$ cat config.mk
export PLATFORM = sky130hd
export DESIGN_NAME = uart_rx_sequencer
export DESIGN_NICKNAME = d
export VERILOG_FILES = /design/src/rtl/uart_rx_sequencer.sv
export SDC_FILE = /design/constraint.sdc
export NUM_CORES = 1
export LEC_CHECK = 0
export BUFFER_PORTS_ARGS = -buffer_cell sky130_fd_sc_hd__buf_2
export CAP_MARGIN = 15
export CORE_ASPECT_RATIO = 1.1
export CORE_MARGIN = 2
export CORE_UTILIZATION = 25
export CTS_CLUSTER_SIZE = 12
export DETAILED_ROUTE_END_ITERATION = 10
export PLACE_DENSITY = 0.44
export SYNTH_ARGS = -nofsm -noshare
export SYNTH_HDL_FRONTEND = slang
export SYNTH_SLANG_ARGS = --single-unit
$ cat constraint.sdc
create_clock -name clk -period 3.4 [get_ports clk]
set_input_delay 0.34 -clock clk [delete_from_list [all_inputs] [get_ports clk]]
set_output_delay 0.34 -clock clk [all_outputs]
set_load 0.005 [all_outputs]
$ cat src/rtl/uart_rx_sequencer.sv
// uart_rx_sequencer: 8N1 UART receiver with mid-bit sampling and sticky status flags.
// Revision 1.0
`default_nettype none

module uart_rx_sequencer #(
  parameter int CLKS_PER_BIT = 217
) (
  input  logic       clk,
  input  logic       reset,
  input  logic       rx,
  input  logic       clear,
  output logic [7:0] out,
  output logic       valid,
  output logic       framing_err,
  output logic       overrun,
  output logic       busy
);

  localparam logic [11:0] HALF_M1 = 12'(CLKS_PER_BIT / 2 - 1);
  localparam logic [11:0] BIT_M1  = 12'(CLKS_PER_BIT - 1);

  typedef enum logic [1:0] {
    IDLE  = 2'd0,
    START = 2'd1,
    DATA  = 2'd2,
    DONE  = 2'd3
  } state_t;

  state_t      state, state_n;
  logic        rx_m, rx_s, rx_p;
  logic [11:0] tmr, tmr_n;
  logic [3:0]  cnt, cnt_n;
  logic [8:0]  sr, sr_n;
  logic [7:0]  out_n;
  logic        valid_n, framing_err_n, overrun_n;

  always_ff @(posedge clk) begin
    if (reset) begin
      state       <= IDLE;
      rx_m        <= 1'b1;
      rx_s        <= 1'b1;
      rx_p        <= 1'b1;
      tmr         <= '0;
      cnt         <= '0;
      sr          <= 9'h1FF;
      out         <= 8'h00;
      valid       <= 1'b0;
      framing_err <= 1'b0;
      overrun     <= 1'b0;
    end else begin
      state       <= state_n;
      rx_m        <= rx;
      rx_s        <= rx_m;
      rx_p        <= rx_s;
      tmr         <= tmr_n;
      cnt         <= cnt_n;
      sr          <= sr_n;
      out         <= out_n;
      valid       <= valid_n;
      framing_err <= framing_err_n;
      overrun     <= overrun_n;
    end
  end

  always_comb begin
    state_n       = state;
    tmr_n         = tmr;
    cnt_n         = cnt;
    sr_n          = sr;
    out_n         = out;
    // clear drops every flag; DONE below re-sets the ones it owns, so DONE wins.
    valid_n       = valid & ~clear;
    framing_err_n = framing_err & ~clear;
    overrun_n     = overrun & ~clear;

    case (state)
      IDLE: begin
        if (rx_p && !rx_s) begin
          state_n = START;
          tmr_n   = '0;
        end
      end
      START: begin
        if (tmr == HALF_M1) begin
          if (rx_s) begin
            state_n = IDLE;
          end else begin
            state_n = DATA;
            tmr_n   = '0;
            cnt_n   = '0;
          end
        end else begin
          tmr_n = tmr + 12'd1;
        end
      end
      DATA: begin
        if (tmr == BIT_M1) begin
          sr_n  = {rx_s, sr[8:1]};
          tmr_n = '0;
          cnt_n = cnt + 4'd1;
          // Eight data bits plus the stop bit make nine samples.
          if (cnt == 4'd8) state_n = DONE;
        end else begin
          tmr_n = tmr + 12'd1;
        end
      end
      DONE: begin
        out_n = sr[7:0];
        if (sr[8]) valid_n       = 1'b1;
        else       framing_err_n = 1'b1;
        if (valid) overrun_n     = 1'b1;
        state_n = IDLE;
      end
      default: state_n = IDLE;
    endcase
  end

  assign busy = (state != IDLE);

endmodule

`default_nettype wire

==> qor.txt <==
status - complete, no violations
crit-path cells - or4_4 -> or4_4 -> o2bb2ai_2 -> a21oi_4 -> nor2_1
hold path depth - 2
Clock Pin Slew Worst Setup and Hold Paths - 0.08 ns
Internal - 734 uW
die span in x - 87.1 um
placed cell area - 0.00207 mm^2
Hold Path Class - input pin to flip-flop
synthesized area - 0.00190 mm^2
Seq cells post-synth - 41
gr ovfl total - 0
first-pass GRT wire length - 6.60 mm
Synth Flop Type - dfxtp_1
r2r endpoint - tmr[8]$_SDFFE_PP0P_
wire per inst - 12.2 um
Root Buffer Master - clkbuf_8
post-synth top area cell - dfxtp_1
sw frac - 25.0%
placed cells - 305
Pwr Density - 447 mW/mm^2
final instance area - 0.00219 mm^2
vias in the first global route - 1405
FILL cells - 796
Synth area leaders - dfxtp_1, mux2i_1, ha_1, nand2_1, nor2_1
maxcap violations - 0
Residual DRC - 0
CP peak stage delay - 0.59 ns
CTS H-tree depth - 2
total CTS buffers - 5
post-CTS setup buffer count - 0
worst slew pin tran - 0.594 ns
Cell variety after synth - 40
antenna viol nets, final - 0
final net count - 237
Arr. time, crit path - 2.36 ns
hold buffers post-CTS - 0
HP Start - rx
Synth top area share - 43.2%
Die Span Y - 95.4 um
Synth-to-Final Area Change - 15.1%
Setup Viol. Count Final - 0
synthesis warning total - 0
cell count after synthesis - 207
die area - 0.00832 mm^2
initial antenna violation count - 0
Pre-antenna DRT Iters - 4
RSZ-0062 raised after global routing - no
register area - 821 um^2
Layout Skew - 0.00589 ns
fin. max-slew vios - 0
pin count of the biggest net entering global routing - 22
Core ar. - 0.00743 mm^2
syn nets - 219
DR vias - 1460
Crit Path Category - flip-flop to flip-flop
port buffer count - 15
TNS Setup - 0 ns
Overall Global Routing Usage - 10.1%
Post-synth EDFFs - 0
initial drt markers - 47
Leakage - 0.000861 uW
clock buffer depth - 2
Final Cycle Share - 63.8%
Async SR Flop Fraction - 0%
Via density - 4.66
most common cell in the netlist - dfxtp_1
Non-Filler Instances - 313
Slowest cell on crit path - or4_4
initial core utilization - 25.6%
footprint of the multi-input gates - 0.00101 mm^2
Reg2Reg Depth - 5
Reg2Reg Setup Slack - 1.23 ns
boundary pin count - 16
Net Switching - 245 uW
Final Hold Viols - 0
fin util - 29.4%
RePlAce Congestion - 0.784
Post-Route WL - 3.80 mm
part of the power in registers - 50.0%
min Tclk post-route - 2.17 ns
peak supply drop - 0.242 mV
Seq/Total Area, Yosys - 43.2%
clock network fraction of design power - 40.8%
PostCTS Resize Cnt - 0
Skew-Pair Late Insertion Delay - 0.29 ns
clk sinks - 41
Worst setup EP type - flip-flop
Hold Path Sink - rx_m$_SDFF_PP1_
Critical Path Most Common Cell - or4_4
CP Max Fanout - 9
n_diodes - 0
worst slew margin relative to its limit - 60.4%
Synth top cells by count - dfxtp_1, nand2_1, nor2_1, mux2i_1
CP Data Required Time - 3.59 ns
CTS tree - yes
Mean Syn Cell Area - 9.18 um^2
FP Rows - 33
Peak Freq - 461 MHz
Reg2Reg Launch Point - tmr[8]$_SDFFE_PP0P_
detailed placement HPWL - 2.67 mm
Setup crit start kind - flip-flop
share of cells above drive strength 1 - 15.9%
Comb power frac - 9.2%
## layout make-up
type | count | share of cell area [%]
timing repair buffer | 16 | 3.77
multi-input combinational | 147 | 46.1
tap | 87 | 4.97
sequential | 41 | 37.5
clock buffer | 5 | 3.14
clock inverter | 3 | 2.12
inverter | 14 | 2.40
## sequential cells by signal, summed over array words and instances (netlist names), 4 cells and up, named ones only
signal	count
cnt	4
out	8
sr	9
tmr	12
## metrics by stage
step | setup slack [ns] | hold WS (ns) | power [uW]
floorplan | 1.36 | 0.389 | 569
global placement | 1.23 | 0.396 | 593
detailed placement | 1.21 | 0.395 | 591
CTS | 1.20 | 0.230 | 1000
global route | 1.03 | 0.238 | 1030
finish | 1.23 | 0.242 | 978
## how the worst max path moves through the flow
stage                           endpoint                 from  slack, ns
floorplan           tmr[10]$_SDFFE_PP0P_  tmr[8]$_SDFFE_PP0P_       1.36
global placement    tmr[11]$_SDFFE_PP0P_  tmr[8]$_SDFFE_PP0P_       1.23
global route         cnt[3]$_SDFFE_PP0P_  tmr[0]$_SDFFE_PP0P_       1.03
detailed placement   tmr[7]$_SDFFE_PP0P_  tmr[8]$_SDFFE_PP0P_       1.21
CTS                  tmr[7]$_SDFFE_PP0P_  tmr[8]$_SDFFE_PP0P_       1.20
finish               tmr[8]$_SDFFE_PP0P_  tmr[8]$_SDFFE_PP0P_       1.23
## cell families (layout without fill, tap and decap cells)
| family | after synthesis | count (layout) | synth area share (%) |
|---|---|---|---|
| AO/OA/AOI/OAI | 29 | 29 | 12.7 |
| multiplexers | 17 | 17 | 9.02 |
| adder cells (fa/ha/maj) | 8 | 8 | 5.27 |
| buffers and inverters | 19 | 38 | 3.75 |
| AND/OR/NAND/NOR | 86 | 86 | 22.8 |
| XOR/XNOR | 7 | 7 | 3.23 |
| flip-flops | 41 | 41 | 43.2 |
## worst max-delay path: cells and delay by family (launching register included)
family	cells	cell delay, ns
and+or+nand+nor	3	1.24
AOI/OAI and AO/OA	2	0.48
DFF	1	0.34
## power groups by stage
| stage | Combinational [uW] | Clock (uW) | Sequential (uW) |
|---|---|---|---|
| finish | 90.1 | 399 | 489 |
| global route | 103 | 439 | 490 |
| CTS | 91.4 | 419 | 489 |
| detailed placement | 91.1 | 0 | 500 |
| global placement | 92.5 | 0 | 501 |
| floorplan | 70.3 | 0 | 499 |
## layer usage
metal  GRT usage [%]  share of wire [%]  vias to the layer above
li1                -                  -                      762
met3            2.60                3.0                        7
met5               0                  0                        -
met2            16.2                 45                       17
met4            4.23                1.9                        0
met1            13.0                 51                      674
## layout by cell type, fill, tap and decap left out, types with 4 or more instances in the layout
| cell type | synthesis | routed |
|---|---|---|
| a21oi_1 | 4 | 4 |
| buf_2 | 0 | 15 |
| clkbuf_8 | 0 | 5 |
| dfxtp_1 | 41 | 41 |
| ha_1 | 8 | 8 |
| inv_1 | 14 | 14 |
| mux2i_1 | 16 | 16 |
| nand2_1 | 25 | 25 |
| nand3_1 | 14 | 14 |
| nand4_1 | 5 | 5 |
| nor2_1 | 23 | 23 |
| o211ai_1 | 4 | 4 |
| o21ai_0 | 4 | 4 |
| xor2_1 | 7 | 7 |
No activity file was read; power rests on OpenSTA's default activity.
